===== config.mk =====
export PLATFORM = sky130hd
export DESIGN_NAME = uart_tx_buf
export DESIGN_NICKNAME = d
export VERILOG_FILES = /design/src/rtl/uart_tx_buf.sv
export SDC_FILE = /design/constraint.sdc
export NUM_CORES = 1
export LEC_CHECK = 0
export ABC_CLOCK_PERIOD_IN_PS = 2700
export CAP_MARGIN = 20
export CORE_UTILIZATION = 40
export CTS_CLUSTER_DIAMETER = 40
export DETAILED_ROUTE_END_ITERATION = 8
export GPL_ROUTABILITY_DRIVEN = 0
export PLACE_DENSITY = 0.61
export SYNTH_ARGS = -nofsm -noshare
export SYNTH_HDL_FRONTEND = slang
export SYNTH_SLANG_ARGS = --single-unit
export TNS_END_PERCENT = 1

===== constraint.sdc =====
create_clock -name clk -period 2.7 [get_ports clk]
set_input_delay 0.54 -clock clk [delete_from_list [all_inputs] [get_ports clk]]
set_output_delay 0.54 -clock clk [all_outputs]
set_load 0.01 [all_outputs]

===== src/rtl/uart_tx_buf.sv =====
`timescale 1ns/1ps
// -----------------------------------------------------------------------------
// uart_tx_buf
//
// Buffered UART transmitter. Bytes arrive over a valid/ready handshake into a
// small FIFO and are serialised on txd as 8N1 frames: a start bit (0), eight
// data bits LSB first, and a stop bit (1). The line idles high. When the FIFO
// still holds bytes at the end of a stop bit, the next start bit follows
// immediately, with no idle gap.
//
// Parameters
//   CLKS_PER_BIT  clock cycles per serial bit (4..65535)
//   FIFO_AW       FIFO address width; depth = 2**FIFO_AW entries
//
// Ports
//   clk         in   system clock, rising edge
//   rst         in   synchronous reset, active high (aborts any frame)
//   tx_data     in   byte to transmit, sampled only when pushed
//   tx_valid    in   tx_data valid this cycle
//   tx_ready    out  FIFO can accept a byte (not full)
//   txd         out  registered serial line, idle 1
//   tx_busy     out  frame in progress (state != IDLE)
//   fifo_count  out  bytes queued, excluding the byte being sent
//   overflow    out  one-cycle pulse after a push attempt while full
// -----------------------------------------------------------------------------
module uart_tx_buf #(
    parameter int unsigned CLKS_PER_BIT = 16,
    parameter int unsigned FIFO_AW      = 2
) (
    input  logic               clk,
    input  logic               rst,
    input  logic [7:0]         tx_data,
    input  logic               tx_valid,
    output logic               tx_ready,
    output logic               txd,
    output logic               tx_busy,
    output logic [FIFO_AW:0]   fifo_count,
    output logic               overflow
);

    localparam int unsigned DEPTH = 1 << FIFO_AW;
    localparam int unsigned CNT_W = $clog2(CLKS_PER_BIT);

    localparam logic [CNT_W-1:0]   CNT_LAST  = CNT_W'(CLKS_PER_BIT - 1);
    localparam logic [FIFO_AW:0]   CNT_FULL  = (FIFO_AW + 1)'(DEPTH);

    typedef enum logic [1:0] {
        S_IDLE,
        S_START,
        S_DATA,
        S_STOP
    } state_e;

    // -------------------------------------------------------------------------
    // Registers
    // -------------------------------------------------------------------------
    state_e                 state_q,    state_d;
    logic [CNT_W-1:0]       clk_cnt_q,  clk_cnt_d;
    logic [2:0]             bit_idx_q,  bit_idx_d;
    logic [7:0]             shift_q,    shift_d;
    logic                   txd_q,      txd_d;
    logic [FIFO_AW-1:0]     wr_ptr_q,   wr_ptr_d;
    logic [FIFO_AW-1:0]     rd_ptr_q,   rd_ptr_d;
    logic [FIFO_AW:0]       count_q,    count_d;
    logic                   overflow_q, overflow_d;

    logic [7:0]             mem_q [DEPTH];

    // -------------------------------------------------------------------------
    // Handshake and FIFO bookkeeping
    // -------------------------------------------------------------------------
    logic push;
    logic pop;
    logic fifo_empty;
    logic bit_end;

    // Ready depends on the registered count only, so a pop in the same cycle
    // never opens a slot for a push while full.
    assign tx_ready   = (count_q != CNT_FULL);
    assign push       = tx_valid & tx_ready;
    assign fifo_empty = (count_q == '0);
    assign bit_end    = (clk_cnt_q == CNT_LAST);

    always_comb begin
        wr_ptr_d   = wr_ptr_q + FIFO_AW'(push);
        rd_ptr_d   = rd_ptr_q + FIFO_AW'(pop);
        overflow_d = tx_valid & ~tx_ready;
        count_d    = count_q;
        case ({push, pop})
            2'b10:   count_d = count_q + 1'b1;
            2'b01:   count_d = count_q - 1'b1;
            default: count_d = count_q;
        endcase
    end

    // NOTE: FIFO storage has no reset; pointers and count alone define which
    // entries are valid, so clearing the array would only cost logic.
    always_ff @(posedge clk) begin
        if (push) begin
            mem_q[wr_ptr_q] <= tx_data;
        end
    end

    // -------------------------------------------------------------------------
    // Transmit FSM: next state, counters, shift register and line value
    // -------------------------------------------------------------------------
    // NOTE: every signal written here gets a default first so no path through
    // the case statement can leave a value unassigned and infer a latch.
    always_comb begin
        state_d   = state_q;
        clk_cnt_d = clk_cnt_q;
        bit_idx_d = bit_idx_q;
        shift_d   = shift_q;
        txd_d     = txd_q;
        pop       = 1'b0;

        case (state_q)
            S_IDLE: begin
                txd_d = 1'b1;
                if (!fifo_empty) begin
                    pop       = 1'b1;
                    shift_d   = mem_q[rd_ptr_q];
                    txd_d     = 1'b0;
                    clk_cnt_d = '0;
                    state_d   = S_START;
                end
            end

            S_START: begin
                if (bit_end) begin
                    clk_cnt_d = '0;
                    bit_idx_d = '0;
                    txd_d     = shift_q[0];
                    state_d   = S_DATA;
                end else begin
                    clk_cnt_d = clk_cnt_q + 1'b1;
                end
            end

            S_DATA: begin
                if (bit_end) begin
                    clk_cnt_d = '0;
                    if (bit_idx_q == 3'd7) begin
                        txd_d   = 1'b1;
                        state_d = S_STOP;
                    end else begin
                        // Bit 1 of the current register is bit 0 after the shift.
                        shift_d   = {1'b0, shift_q[7:1]};
                        txd_d     = shift_q[1];
                        bit_idx_d = bit_idx_q + 1'b1;
                    end
                end else begin
                    clk_cnt_d = clk_cnt_q + 1'b1;
                end
            end

            S_STOP: begin
                if (bit_end) begin
                    clk_cnt_d = '0;
                    if (!fifo_empty) begin
                        // Back-to-back: next start bit directly after the stop bit.
                        pop     = 1'b1;
                        shift_d = mem_q[rd_ptr_q];
                        txd_d   = 1'b0;
                        state_d = S_START;
                    end else begin
                        txd_d   = 1'b1;
                        state_d = S_IDLE;
                    end
                end else begin
                    clk_cnt_d = clk_cnt_q + 1'b1;
                end
            end

            default: begin
                txd_d   = 1'b1;
                state_d = S_IDLE;
            end
        endcase
    end

    // -------------------------------------------------------------------------
    // State registers
    // -------------------------------------------------------------------------
    // NOTE: sequential state uses non-blocking assignments so every flop
    // samples the pre-edge values, independent of statement order.
    always_ff @(posedge clk) begin
        if (rst) begin
            state_q    <= S_IDLE;
            clk_cnt_q  <= '0;
            bit_idx_q  <= '0;
            shift_q    <= '0;
            txd_q      <= 1'b1;
            wr_ptr_q   <= '0;
            rd_ptr_q   <= '0;
            count_q    <= '0;
            overflow_q <= 1'b0;
        end else begin
            state_q    <= state_d;
            clk_cnt_q  <= clk_cnt_d;
            bit_idx_q  <= bit_idx_d;
            shift_q    <= shift_d;
            txd_q      <= txd_d;
            wr_ptr_q   <= wr_ptr_d;
            rd_ptr_q   <= rd_ptr_d;
            count_q    <= count_d;
            overflow_q <= overflow_d;
        end
    end

    // -------------------------------------------------------------------------
    // Outputs
    // -------------------------------------------------------------------------
    assign txd        = txd_q;
    assign tx_busy    = (state_q != S_IDLE);
    assign fifo_count = count_q;
    assign overflow   = overflow_q;

endmodule

==> flow_summary.html, run 1 <==
<table>
<tr><th>Metric</th><th>Value</th></tr>
<tr><th colspan="2">Setup path</th></tr>
<tr><td>Stage delay of the slowest cell on the critical path</td><td>0.38 ns</td></tr>
<tr><td>Number of cell instances on the worst register-to-register path</td><td>9</td></tr>
<tr><td>Cell type of the slowest stage on the worst timing path</td><td>fa_1</td></tr>
<tr><td>Critical path startpoint category</td><td>flop</td></tr>
<tr><td>Worst Path Arrival</td><td>2.74 ns</td></tr>
<tr><td>Cell-by-cell trace of the critical path</td><td>inv_1, ha_1, nor3_1, ha_1, inv_1, fa_1, xor2_1, or3_1, a21oi_1</td></tr>
<tr><td>Critical path start-end classification</td><td>reg -&gt; reg</td></tr>
<tr><td>Critical Path Fanout Max</td><td>6</td></tr>
<tr><td>Sum of buffers and inverters on the critical path</td><td>2</td></tr>
<tr><td>Kind of end point of the critical path</td><td>flop</td></tr>
<tr><td>Required @ worst endpoint</td><td>2.98 ns</td></tr>
<tr><td>Crit Reg-Reg Startpoint</td><td>state_q[0]</td></tr>
<tr><td>Setup slack, reg-to-reg</td><td>0.24 ns</td></tr>
<tr><td>Capture instance of the worst register-to-register path</td><td>fifo_count[2]</td></tr>
<tr><td>CP delay by family, top</td><td>adder cells</td></tr>
<tr><th colspan="2">Synthesis</th></tr>
<tr><td>Mean instance size in the synthesized netlist</td><td>13.23 sq um</td></tr>
<tr><td>Sequential-to-total area share from yosys stat</td><td>55.98%</td></tr>
<tr><td>Syn_nets</td><td>223</td></tr>
<tr><td>Synthesized netlist cell count</td><td>200</td></tr>
<tr><td>Proportion of register bits with asynchronous set or reset after synthesis</td><td>0%</td></tr>
<tr><td>Netlist Area Pre-Place</td><td>0.002646 sq mm</td></tr>
<tr><td>Library cell occupying the most area in the post-synthesis netlist</td><td>edfxtp_1</td></tr>
<tr><td>Number of enable flip-flop cells after synthesis</td><td>32</td></tr>
<tr><td>Post-synthesis register bit count</td><td>58</td></tr>
<tr><td>Top area cells in the synthesized netlist</td><td>edfxtp_1, dfxtp_1, mux4_2, ha_1, mux2i_1</td></tr>
<tr><td>Most repeated cell in the gate-level netlist after synthesis</td><td>edfxtp_1</td></tr>
<tr><td>Commonest register cell after synthesis</td><td>edfxtp_1</td></tr>
<tr><td>Number of distinct standard cells referenced by the synthesized netlist</td><td>50</td></tr>
<tr><td>Post-synth top area share</td><td>36.31%</td></tr>
<tr><td>Most common library cells after synthesis</td><td>edfxtp_1, dfxtp_1, nor2_1</td></tr>
<tr><td>Warnings from Yosys</td><td>0</td></tr>
<tr><th colspan="2">Timing</th></tr>
<tr><td>Max Transition Viols Final</td><td>0</td></tr>
<tr><td>Setup TNS</td><td>0 ns</td></tr>
<tr><td>Unrepaired setup endpoints after global routing</td><td>no</td></tr>
<tr><td>Clock tree skew after final layout</td><td>0.007800 ns</td></tr>
<tr><td>Maximum clock rate</td><td>406.3 MHz</td></tr>
<tr><td>Worst relative slew slack</td><td>54.98%</td></tr>
<tr><td>Final period demand of the worst path</td><td>2.461 ns</td></tr>
<tr><td>Transition time at the pin with the least slew margin</td><td>0.6702 ns</td></tr>
<tr><td>Final number of hold-violating endpoints</td><td>0</td></tr>
<tr><td>Total setup violations reported at the end of the flow</td><td>0</td></tr>
<tr><td>Fraction of the cycle the final worst path needs</td><td>91.15%</td></tr>
<tr><th colspan="2">Clock network</th></tr>
<tr><td>Number of cells upsized or downsized after cts</td><td>0</td></tr>
<tr><td>Clock slew seen by the registers of the worst setup and hold paths</td><td>0.07 ns</td></tr>
<tr><td>Total setup buffers inserted after CTS</td><td>0</td></tr>
<tr><td>Cts bufs inserted</td><td>9</td></tr>
<tr><td>Clock Tree Buf Depth</td><td>2</td></tr>
<tr><td>H-tree levels</td><td>3</td></tr>
<tr><td>Cell at the root of the clock tree</td><td>clkbuf_8</td></tr>
<tr><td>Clk Latency, worst-skew pair</td><td>0.34 ns</td></tr>
<tr><td>Sinks on Clock Net</td><td>58</td></tr>
<tr><td>Hold Buf Count CTS</td><td>0</td></tr>
<tr><td>TritonCTS clock tree</td><td>built</td></tr>
<tr><th colspan="2">Worst hold path</th></tr>
<tr><td>Worst Hold Endpoint</td><td>txd</td></tr>
<tr><td>Hold wc startpoint</td><td>txd</td></tr>
<tr><td>Cell depth of the worst hold path</td><td>1</td></tr>
<tr><td>Worst hold path class</td><td>reg -&gt; reg</td></tr>
<tr><th colspan="2">GRT</th></tr>
<tr><td>Global-route wire length before repair</td><td>7534 microns</td></tr>
<tr><td>Global-route usage over all layers</td><td>14.20%</td></tr>
<tr><td>GR Overflow Total</td><td>0</td></tr>
<tr><td>Largest net degree at the start of global routing</td><td>18</td></tr>
<tr><td>Antenna violations before repair</td><td>0</td></tr>
<tr><td>Via count of the first global-routing pass</td><td>1582</td></tr>
<tr><th colspan="2">Final layout</th></tr>
<tr><td>Area grow syn2layout</td><td>18.58%</td></tr>
<tr><td>End-of-flow core utilization</td><td>49.42%</td></tr>
<tr><td>Layout Cell Area excl Fill</td><td>0.003138 sq mm</td></tr>
<tr><td>Number of nets in the finished design</td><td>249</td></tr>
<tr><td>Count of antenna diodes in the layout</td><td>0</td></tr>
<tr><td>Share of cells above drive strength 1</td><td>18.18%</td></tr>
<tr><th colspan="2">Placed design</th></tr>
<tr><td>IO Port Bufs</td><td>17</td></tr>
<tr><td>Post-DP HPWL</td><td>2990 microns</td></tr>
<tr><td>Placed inst area</td><td>0.002913 sq mm</td></tr>
<tr><th colspan="2">Floorplanning</th></tr>
<tr><td>Total die area</td><td>0.006945 sq mm</td></tr>
<tr><td>Effective utilization at floorplan</td><td>41.67%</td></tr>
<tr><td>Horizontal die dimension</td><td>83.34 microns</td></tr>
<tr><td>Boundary pin count</td><td>18</td></tr>
<tr><td>Core box area</td><td>0.006350 sq mm</td></tr>
<tr><td>Y dimension of the die</td><td>83.34 microns</td></tr>
<tr><td>Number of rows in the core area</td><td>29</td></tr>
<tr><th colspan="2">Detailed routing</th></tr>
<tr><td>Detailed-route wire length per cell</td><td>14.50 microns</td></tr>
<tr><td>Routed WL</td><td>4465 microns</td></tr>
<tr><td>Iter 0 DRT Violations</td><td>70</td></tr>
<tr><td>DR DRC count</td><td>0</td></tr>
<tr><td>Via-per-instance ratio</td><td>5.253</td></tr>
<tr><td>DRT Pass-1 Iters</td><td>5</td></tr>
<tr><td>Count of antenna-violating nets left after detailed routing</td><td>0</td></tr>
<tr><td>Via count of the routed design</td><td>1618</td></tr>
<tr><th colspan="2">Pwr</th></tr>
<tr><td>Cell leakage power</td><td>1.122 nW</td></tr>
<tr><td>Overall power consumption</td><td>3.367 mW</td></tr>
<tr><td>Power density over the cells</td><td>1073 mW/mm^2</td></tr>
<tr><td>Largest vdd supply drop</td><td>0.0006075 V</td></tr>
<tr><th colspan="2">Run status</th></tr>
<tr><td>Run status</td><td>completed</td></tr>
<tr><th colspan="2">Run</th></tr>
<tr><td>Max-capacitance violation count</td><td>0</td></tr>
</table>
==> cell type report <==
cell class / count / area, sq um
Fill cell: 555 / 3212
Clock buffer: 9 / 123.9
Inverter: 10 / 37.54
Timing Repair Buffer: 26 / 237.7
Multi-Input combinational cell: 121 / 1060
Sequential cell: 58 / 1481
Tap cell: 77 / 96.34
Clock inverter: 7 / 101.3
==> cells by family after synthesis <==
| kind of cell | after synthesis | share of synthesized area, % |
|---|---|---|
| compound gates | 41 | 11.21 |
| fa+ha+maj | 12 | 5.957 |
| buf+inv | 21 | 3.972 |
| simple gates | 48 | 11.73 |
| xor+xnor | 4 | 1.324 |
| flops | 58 | 55.98 |
| mux | 16 | 9.835 |
==> worst reg2reg max path, cell delays in order (launching register included) <==
cell and delay [ns]:
dfxtp_1 0.36, inv_1 0.13, ha_1 0.34, nor3_1 0.32
ha_1 0.24, inv_1 0.06, fa_1 0.38, xor2_1 0.16
or3_1 0.30, a21oi_1 0.14
==> routing by layer <==
metal | track usage (%) | share of wire, % | vias up
met1 | 17.57 | 47 | 779
li1 | - | - | 813
met2 | 22.88 | 49 | 19
met5 | 0 | 0 | -
met4 | 7.994 | 1.8 | 0
met3 | 3.280 | 2.6 | 7
==> how the worst max path moves through the flow <==
stage	start	endpoint	slack, ns	cells after the start
4_1_cts	state_q[0]	fifo_count[2]	0.22	9
6_report	state_q[0]	fifo_count[2]	0.24	9
2_1_floorplan	clk_cnt_q[0]	fifo_count[2]	0.28	11
3_3_place_gp	clk_cnt_q[0]	fifo_count[2]	0.30	10
3_5_place_dp	clk_cnt_q[0]	fifo_count[2]	0.24	10
5_1_grt	clk_cnt_q[0]	fifo_count[2]	0.05	10
==> report_power, final <==
group          leakage (nW)  switching [mW]  internal, mW
Combinational         0.509           0.637         0.597
Clock                 0.106           0.377         0.527
Sequential            0.507           0.125          1.10
Total                  1.12            1.14          2.23
==> metrics by stage <==
step           worst slack, ns  hold WS [ns]  instances
2_1_floorplan           0.2828        0.4535        200
3_3_place_gp            0.2970        0.4563        292
3_5_place_dp            0.2368        0.4545        292
4_1_cts                 0.2175        0.4741        308
5_1_grt                0.05338        0.4862        308
6_report                0.2388        0.4684        308
==> cells in the final DEF (no fill, tap or decap), types with 2 or more instances in the layout <==
master | synthesis | layout
nor4_1 | 2 | 2
ha_1 | 11 | 11
mux2i_1 | 8 | 8
nand3_1 | 2 | 2
o21ai_1 | 2 | 2
clkdlybuf4s50_1 | 0 | 17
o311a_1 | 6 | 6
buf_4 | 3 | 9
dfxtp_1 | 26 | 26
a21oi_1 | 11 | 11
nand4_1 | 2 | 2
edfxtp_1 | 32 | 32
nor2b_1 | 3 | 3
nor2_1 | 12 | 12
inv_1 | 10 | 10
clkbuf_8 | 0 | 9
bufinv_16 | 0 | 2
nand2_1 | 6 | 6
inv_6 | 0 | 2
mux4_2 | 8 | 8
nor3_1 | 4 | 4
o21ai_0 | 11 | 11
xor2_1 | 2 | 2
xnor2_1 | 2 | 2
clkinvlp_4 | 0 | 2
nor3b_1 | 5 | 5
==> flip-flops by register name, indices dropped and copies added, names as in the netlist <==
register	cells
rd_ptr_q	2
bit_idx_q	3
wr_ptr_q	2
txd	1
clk_cnt_q	4
overflow	1
state_q	2
mem_q	32
fifo_count	3
shift_q	8
No activity file was read; power rests on OpenSTA's default activity.
==> run 2, diff against run 1 <==
--- a/config.mk
+++ b/config.mk
@@ -7,6 +7,7 @@
 export LEC_CHECK = 0
 export ABC_CLOCK_PERIOD_IN_PS = 2700
 export CAP_MARGIN = 20
+export CORE_MARGIN = 2
 export CORE_UTILIZATION = 40
 export CTS_CLUSTER_DIAMETER = 40
 export DETAILED_ROUTE_END_ITERATION = 8
@@ -15,4 +16,3 @@
 export SYNTH_ARGS = -nofsm -noshare
 export SYNTH_HDL_FRONTEND = slang
 export SYNTH_SLANG_ARGS = --single-unit
-export TNS_END_PERCENT = 1
==> flow_summary.html, run 2 (synthesis gave the netlist of run 1 again) <==
<table>
<tr><th>Metric</th><th>Value</th></tr>
<tr><th colspan="2">Floorplanning</th></tr>
<tr><td>Horizontal die dimension</td><td>85.34 microns (+2.4%)</td></tr>
<tr><td>Number of rows in the core area</td><td>29 (unchanged)</td></tr>
<tr><td>Core box area</td><td>0.006386 sq mm (+0.57%)</td></tr>
<tr><td>Effective utilization at floorplan</td><td>41.44% (-0.24 points)</td></tr>
<tr><td>Total die area</td><td>0.007282 sq mm (+4.9%)</td></tr>
<tr><td>Boundary pin count</td><td>18 (unchanged)</td></tr>
<tr><td>Y dimension of the die</td><td>85.34 microns (+2.4%)</td></tr>
<tr><th colspan="2">GRT</th></tr>
<tr><td>Largest net degree at the start of global routing</td><td>20 (+2)</td></tr>
<tr><td>Via count of the first global-routing pass</td><td>1583 (+0.063%)</td></tr>
<tr><td>Antenna violations before repair</td><td>0 (unchanged)</td></tr>
<tr><td>Global-route usage over all layers</td><td>13.79% (-0.40 points)</td></tr>
<tr><td>GR Overflow Total</td><td>0 (unchanged)</td></tr>
<tr><td>Global-route wire length before repair</td><td>7645 microns (+1.5%)</td></tr>
<tr><th colspan="2">Final layout</th></tr>
<tr><td>Number of flip-flops in the largest register</td><td>32 (unchanged)</td></tr>
<tr><td>Most used cells in the layout excluding fill and tap cells</td><td>edfxtp_1, dfxtp_1, clkdlybuf4s50_1</td></tr>
<tr><td>FILL cells</td><td>561 (+1.1%)</td></tr>
<tr><td>Most frequent standard cell in the layout excluding fill and tap cells</td><td>edfxtp_1</td></tr>
<tr><td>Top reg by flops</td><td>mem_q</td></tr>
<tr><td>Top flop regs</td><td>mem_q x32, shift_q x8, clk_cnt_q x4</td></tr>
<tr><td>Count of antenna diodes in the layout</td><td>0 (unchanged)</td></tr>
<tr><td>Layout Cell Area excl Fill</td><td>0.003122 sq mm (-0.52%)</td></tr>
<tr><td>Area grow syn2layout</td><td>17.97%</td></tr>
<tr><td>Share of cells above drive strength 1</td><td>17.39% (-0.79 points)</td></tr>
<tr><td>Number of nets in the finished design</td><td>248 (-0.40%)</td></tr>
<tr><th colspan="2">Setup path</th></tr>
<tr><td>Kind of end point of the critical path</td><td>flop</td></tr>
<tr><td>Critical path start-end classification</td><td>reg -&gt; reg</td></tr>
<tr><td>Critical Path Fanout Max</td><td>6 (unchanged)</td></tr>
<tr><td>Worst Path Arrival</td><td>2.76 ns (+0.02 ns)</td></tr>
<tr><td>Critical path startpoint category</td><td>flop</td></tr>
<tr><td>Required @ worst endpoint</td><td>2.96 ns (-0.02 ns)</td></tr>
<tr><th colspan="2">Detailed routing</th></tr>
<tr><td>Iter 0 DRT Violations</td><td>88 (+26%)</td></tr>
<tr><td>Routed WL</td><td>4610 microns (+3.2%)</td></tr>
<tr><td>Via count of the routed design</td><td>1652 (+2.1%)</td></tr>
<tr><td>Count of antenna-violating nets left after detailed routing</td><td>0 (unchanged)</td></tr>
<tr><td>DR DRC count</td><td>0 (unchanged)</td></tr>
<tr><td>DRT Pass-1 Iters</td><td>4 (-1)</td></tr>
<tr><td>Detailed-route wire length per cell</td><td>15.02 microns (+3.6%)</td></tr>
<tr><td>Via-per-instance ratio</td><td>5.381 (+2.4%)</td></tr>
<tr><th colspan="2">Timing</th></tr>
<tr><td>Fraction of the cycle the final worst path needs</td><td>92.26% (+1.1 points)</td></tr>
<tr><td>Transition time at the pin with the least slew margin</td><td>0.7243 ns (+0.05411 ns)</td></tr>
<tr><td>Total setup violations reported at the end of the flow</td><td>0 (unchanged)</td></tr>
<tr><td>Worst relative slew slack</td><td>51.35% (-3.6 points)</td></tr>
<tr><td>Maximum clock rate</td><td>401.4 MHz (-1.2%)</td></tr>
<tr><td>Final number of hold-violating endpoints</td><td>0 (unchanged)</td></tr>
<tr><td>Unrepaired setup endpoints after global routing</td><td>no</td></tr>
<tr><td>Clock tree skew after final layout</td><td>0.01009 ns (+0.002289 ns)</td></tr>
<tr><td>Final period demand of the worst path</td><td>2.491 ns (+0.02984 ns)</td></tr>
<tr><td>Setup TNS</td><td>0 ns (unchanged)</td></tr>
<tr><td>Max Transition Viols Final</td><td>0 (unchanged)</td></tr>
<tr><th colspan="2">Clock network</th></tr>
<tr><td>Hold Buf Count CTS</td><td>0 (unchanged)</td></tr>
<tr><td>Clk Latency, worst-skew pair</td><td>0.34 ns (about the same)</td></tr>
<tr><td>Total setup buffers inserted after CTS</td><td>0 (unchanged)</td></tr>
<tr><td>Clock Tree Buf Depth</td><td>2 (unchanged)</td></tr>
<tr><td>Number of cells upsized or downsized after cts</td><td>0 (unchanged)</td></tr>
<tr><td>Cts bufs inserted</td><td>9 (unchanged)</td></tr>
<tr><td>TritonCTS clock tree</td><td>built</td></tr>
<tr><td>Cell at the root of the clock tree</td><td>clkbuf_8</td></tr>
<tr><td>Sinks on Clock Net</td><td>58 (unchanged)</td></tr>
<tr><td>Clock slew seen by the registers of the worst setup and hold paths</td><td>0.07 ns (about the same)</td></tr>
<tr><td>H-tree levels</td><td>3 (unchanged)</td></tr>
<tr><th colspan="2">Placed design</th></tr>
<tr><td>Placed inst area</td><td>0.002905 sq mm (-0.26%)</td></tr>
<tr><td>IO Port Bufs</td><td>17 (unchanged)</td></tr>
<tr><td>Post-DP HPWL</td><td>3039 microns (+1.6%)</td></tr>
<tr><th colspan="2">Run</th></tr>
<tr><td>Max-capacitance violation count</td><td>0 (unchanged)</td></tr>
<tr><th colspan="2">Worst hold path</th></tr>
<tr><td>Worst hold path class</td><td>reg -&gt; reg</td></tr>
<tr><th colspan="2">Pwr</th></tr>
<tr><td>Power density over the cells</td><td>1073 mW/mm^2 (about the same)</td></tr>
<tr><td>Largest vdd supply drop</td><td>0.0004726 V (-22%)</td></tr>
<tr><td>Cell leakage power</td><td>1.114 nW (-0.71%)</td></tr>
<tr><th colspan="2">Run status</th></tr>
<tr><td>Run status</td><td>completed</td></tr>
</table>
## run 2: cell count changes in the layout (fill, tap and decap cells not counted), sizes merged
| cell | delta |
|---|---|
| inv | -1 |
| clkinv | +1 |
| buf | -1 |
## run 2: critical path: stages (launching register included)
cell and delay, ns:
dfxtp_1 0.38, ha_1 0.17, and3_2 0.24, a21oi_1 0.09, nor3_1 0.28, ha_1 0.24, inv_1 0.06, fa_1 0.37
xor2_1 0.15, or3_1 0.30, a21oi_1 0.14
## run 2: per-layer routing
metal  wire (microns)  vias up  global-route usage [%]  part of all wire (%)
met4               56        0                   5.628                   1.2
met2             2226       33                   21.88                    48
met3              198        7                   4.961                   4.3
li1                 -      815                       -                     -
met1             2129      797                   17.14                    46
met5                0        -                       0                     0
## run 2: final timing paths
path	from	endpoint	slack, ns	cells past startpoint
max reg2reg	clk_cnt_q[0]	fifo_count[2]	0.21	10
min reg2reg	bit_idx_q[2]	bit_idx_q[2]	0.48	2
min	bit_idx_q[2]	bit_idx_q[2]	0.48	2
max	clk_cnt_q[0]	fifo_count[2]	0.21	10
## run 2: final cells by class
cell class	instances	area (sq um)	area share [%]
well taps	77	96.34	3.086
inverters	10	37.54	1.202
repair buffers	25	230.2	7.375
clock buffers	9	123.9	3.968
flip-flops and latches	58	1481	47.45
clock inverters	7	92.59	2.966
multi-input cells	121	1060	33.95
## run 2: stage by stage
stage | cells | worst slack, ns | power (mW) | hold slack, ns | utilization, %
2_1_floorplan | 200 | 0.2828 | 2.169 | 0.4535 | -
3_3_place_gp | 291 | 0.2767 | 2.479 | 0.4478 | 45.49
3_5_place_dp | 291 | 0.2082 | 2.499 | 0.4668 | 45.49
4_1_cts | 307 | 0.1734 | 3.384 | 0.4833 | 48.88
5_1_grt | 307 | 0.008950 | 3.579 | 0.5129 | 48.88
6_report | 307 | 0.2090 | 3.349 | 0.4832 | 48.88
## run 2: report_power, final
group / internal, mW / switching (mW) / total (mW) / leakage (nW)
clock: 0.517 / 0.355 / 0.872 / 0.103
combinational: 0.597 / 0.645 / 1.24 / 0.504
sequential: 1.10 / 0.129 / 1.23 / 0.507
total: 2.22 / 1.13 / 3.35 / 1.11
==> run 3, diff against run 2 <==
==> constraint.sdc (replaced) <==
create_clock -name clk -period 2.7 [get_ports clk]
set_input_delay 0.54 -clock clk [delete_from_list [all_inputs] [get_ports clk]]
set_output_delay 0.54 -clock clk [all_outputs]
set_load 0.05 [all_outputs]
==> flow_summary.html, run 3 (synthesis gave the netlist of run 1 again) <==
<table>
<tr><th>Metric</th><th>Value</th></tr>
<tr><th colspan="2">Worst hold path</th></tr>
<tr><td>Worst hold path class</td><td>reg -&gt; reg</td></tr>
<tr><th colspan="2">Clock network</th></tr>
<tr><td>Cell at the root of the clock tree</td><td>clkbuf_8</td></tr>
<tr><td>TritonCTS clock tree</td><td>built</td></tr>
<tr><td>Clock slew seen by the registers of the worst setup and hold paths</td><td>0.07 ns (about the same)</td></tr>
<tr><td>Cts bufs inserted</td><td>9 (unchanged)</td></tr>
<tr><td>Clk Latency, worst-skew pair</td><td>0.33 ns (about the same)</td></tr>
<tr><td>Sinks on Clock Net</td><td>58 (unchanged)</td></tr>
<tr><td>Number of cells upsized or downsized after cts</td><td>0 (unchanged)</td></tr>
<tr><td>Clock Tree Buf Depth</td><td>2 (unchanged)</td></tr>
<tr><td>Total setup buffers inserted after CTS</td><td>0 (unchanged)</td></tr>
<tr><td>H-tree levels</td><td>3 (unchanged)</td></tr>
<tr><td>Hold Buf Count CTS</td><td>0 (unchanged)</td></tr>
<tr><th colspan="2">Final layout</th></tr>
<tr><td>Layout Cells excl Fill</td><td>308 (+0.33%)</td></tr>
<tr><td>Number of flip-flops in the largest register</td><td>32 (unchanged)</td></tr>
<tr><td>Most frequent standard cell in the layout excluding fill and tap cells</td><td>edfxtp_1</td></tr>
<tr><td>Most used cells in the layout excluding fill and tap cells</td><td>edfxtp_1, dfxtp_1, clkdlybuf4s50_1</td></tr>
<tr><td>Top reg by flops</td><td>mem_q</td></tr>
<tr><td>Number of nets in the finished design</td><td>249 (+0.40%)</td></tr>
<tr><td>Share of cells above drive strength 1</td><td>17.75% (+0.36 points)</td></tr>
<tr><td>Area grow syn2layout</td><td>17.26%</td></tr>
<tr><td>Top flop regs</td><td>mem_q x32, shift_q x8, clk_cnt_q x4</td></tr>
<tr><td>Count of antenna diodes in the layout</td><td>0 (unchanged)</td></tr>
<tr><th colspan="2">GRT</th></tr>
<tr><td>Largest net degree at the start of global routing</td><td>20 (unchanged)</td></tr>
<tr><td>Global-route wire length before repair</td><td>7327 microns (-4.2%)</td></tr>
<tr><td>Antenna violations before repair</td><td>0 (unchanged)</td></tr>
<tr><td>Global-route usage over all layers</td><td>13.22% (-0.58 points)</td></tr>
<tr><td>Via count of the first global-routing pass</td><td>1547 (-2.3%)</td></tr>
<tr><td>GR Overflow Total</td><td>0 (unchanged)</td></tr>
<tr><th colspan="2">Detailed routing</th></tr>
<tr><td>DR DRC count</td><td>0 (unchanged)</td></tr>
<tr><td>Via count of the routed design</td><td>1635 (-1.0%)</td></tr>
<tr><td>DRT Pass-1 Iters</td><td>4 (unchanged)</td></tr>
<tr><td>Routed WL</td><td>4445 microns (-3.6%)</td></tr>
<tr><td>Count of antenna-violating nets left after detailed routing</td><td>0 (unchanged)</td></tr>
<tr><td>Detailed-route wire length per cell</td><td>14.43 microns (-3.9%)</td></tr>
<tr><td>Via-per-instance ratio</td><td>5.308 (-1.4%)</td></tr>
<tr><td>Iter 0 DRT Violations</td><td>108 (+23%)</td></tr>
<tr><th colspan="2">Setup path</th></tr>
<tr><td>Kind of end point of the critical path</td><td>flop</td></tr>
<tr><td>Worst Path Arrival</td><td>2.71 ns (-0.05 ns)</td></tr>
<tr><td>Capture point of the critical path</td><td>fifo_count[2]</td></tr>
<tr><td>Crit Reg-Reg Startpoint</td><td>clk_cnt_q[0]</td></tr>
<tr><td>Critical path startpoint category</td><td>flop</td></tr>
<tr><td>Capture instance of the worst register-to-register path</td><td>fifo_count[2]</td></tr>
<tr><td>Setup slack, reg-to-reg</td><td>0.25 ns (+0.04 ns)</td></tr>
<tr><td>Start point of the critical path</td><td>clk_cnt_q[0]</td></tr>
<tr><td>Critical path start-end classification</td><td>reg -&gt; reg</td></tr>
<tr><td>Critical Path Fanout Max</td><td>6 (unchanged)</td></tr>
<tr><td>Required @ worst endpoint</td><td>2.97 ns (about the same)</td></tr>
<tr><td>Number of cell instances on the worst register-to-register path</td><td>10 (unchanged)</td></tr>
<tr><th colspan="2">Timing</th></tr>
<tr><td>Maximum clock rate</td><td>408.8 MHz (+1.8%)</td></tr>
<tr><td>Final period demand of the worst path</td><td>2.446 ns (-0.04500 ns)</td></tr>
<tr><td>Final number of hold-violating endpoints</td><td>0 (unchanged)</td></tr>
<tr><td>Fraction of the cycle the final worst path needs</td><td>90.59% (-1.7 points)</td></tr>
<tr><td>Transition time at the pin with the least slew margin</td><td>0.6988 ns (-0.02547 ns)</td></tr>
<tr><td>Max Transition Viols Final</td><td>0 (unchanged)</td></tr>
<tr><td>Setup TNS</td><td>0 ns (unchanged)</td></tr>
<tr><td>Total setup violations reported at the end of the flow</td><td>0 (unchanged)</td></tr>
<tr><td>Worst-case setup margin in the final layout</td><td>0.2540 ns (+0.04500 ns)</td></tr>
<tr><td>Unrepaired setup endpoints after global routing</td><td>no</td></tr>
<tr><td>Clock tree skew after final layout</td><td>0.007302 ns (-0.002787 ns)</td></tr>
<tr><td>Worst relative slew slack</td><td>53.06% (+1.7 points)</td></tr>
<tr><th colspan="2">Run status</th></tr>
<tr><td>Run status</td><td>completed</td></tr>
<tr><th colspan="2">Placed design</th></tr>
<tr><td>Post-DP HPWL</td><td>2998 microns (-1.3%)</td></tr>
<tr><td>Cell Count Post-Placement</td><td>292 (+0.34%)</td></tr>
<tr><td>Pre-CTS worst setup slack</td><td>0.2557 ns (+0.04747 ns)</td></tr>
<tr><td>IO Port Bufs</td><td>17 (unchanged)</td></tr>
<tr><th colspan="2">Run</th></tr>
<tr><td>Max-capacitance violation count</td><td>0 (unchanged)</td></tr>
<tr><th colspan="2">Floorplanning</th></tr>
<tr><td>Horizontal die dimension</td><td>85.34 microns (unchanged)</td></tr>
<tr><td>Y dimension of the die</td><td>85.34 microns (unchanged)</td></tr>
<tr><td>Total die area</td><td>0.007282 sq mm (unchanged)</td></tr>
<tr><td>Number of rows in the core area</td><td>29 (unchanged)</td></tr>
<tr><td>Boundary pin count</td><td>18 (unchanged)</td></tr>
<tr><td>Effective utilization at floorplan</td><td>41.44% (unchanged)</td></tr>
<tr><td>Core box area</td><td>0.006386 sq mm (unchanged)</td></tr>
<tr><th colspan="2">Pwr</th></tr>
<tr><td>Power density over the cells</td><td>1078 mW/mm^2 (+0.50%)</td></tr>
<tr><td>Largest vdd supply drop</td><td>0.0005916 V (+25%)</td></tr>
<tr><td>Cell leakage power</td><td>1.114 nW (about the same)</td></tr>
</table>
-- run 3: cell types whose count changed in the layout (fill, tap and decap cells not counted), sizes merged --
cell,previous run,this run
bufinv,2,1
clkbuf,9,10
inv,11,10
clkinv,2,5
buf,8,9
clkinvlp,2,0
-- run 3: power breakdown --
| group | total (mW) | internal, mW | switching (mW) |
|---|---|---|---|
| combinational | 1.37 | 0.606 | 0.767 |
| clock | 0.752 | 0.419 | 0.333 |
| sequential | 1.22 | 1.10 | 0.114 |
-- run 3: worst max-delay path, cell delays in order (launching register included) --
cell	delay, ns
dfxtp_1	0.37
ha_1	0.18
and3_2	0.24
a21oi_1	0.08
nor3_1	0.25
ha_1	0.23
inv_1	0.06
fa_1	0.37
xor2_1	0.15
or3_1	0.30
a21oi_1	0.14
-- run 3: worst min-delay path by stage --
stage | from | endpoint | slack, ns | cells after the start
after floorplan | bit_idx_q[1] | bit_idx_q[1] | 0.45 | 2
after global placement | txd | txd | 0.45 | 1
after detailed placement | txd | txd | 0.46 | 1
after CTS | txd | txd | 0.47 | 1
after global routing | bit_idx_q[2] | bit_idx_q[2] | 0.50 | 2
final | txd | txd | 0.47 | 1
-- run 3: cell type report --
class | instances | area, sq um
well taps | 77 | 96.34
inverters | 10 | 37.54
clock buffers | 10 | 127.6
fillers | 609 | 3283
clock inverters | 6 | 57.56
flip-flops and latches | 58 | 1481
multi-input cells | 121 | 1065
repair buffers | 26 | 237.7
-- run 3: per-stage QoR --
stage	total power, mW	cell area, sq um	util [%]	hold WS [ns]
6_report	3.345	3103	48.59	0.4652
5_1_grt	3.570	3103	48.59	0.4951
4_1_cts	3.388	3103	48.59	0.4718
3_5_place_dp	2.625	2918	45.69	0.4568
3_3_place_gp	2.614	2918	45.69	0.4500
2_1_floorplan	2.294	2651	-	0.4535
-- run 3: routing by layer --
metal,track usage [%],vias up,share of wire [%]
li1,-,815,-
met1,16.83,784,47
met2,20.67,26,47
met3,3.502,10,3.3
met4,6.926,0,2.2
met5,0,-,0
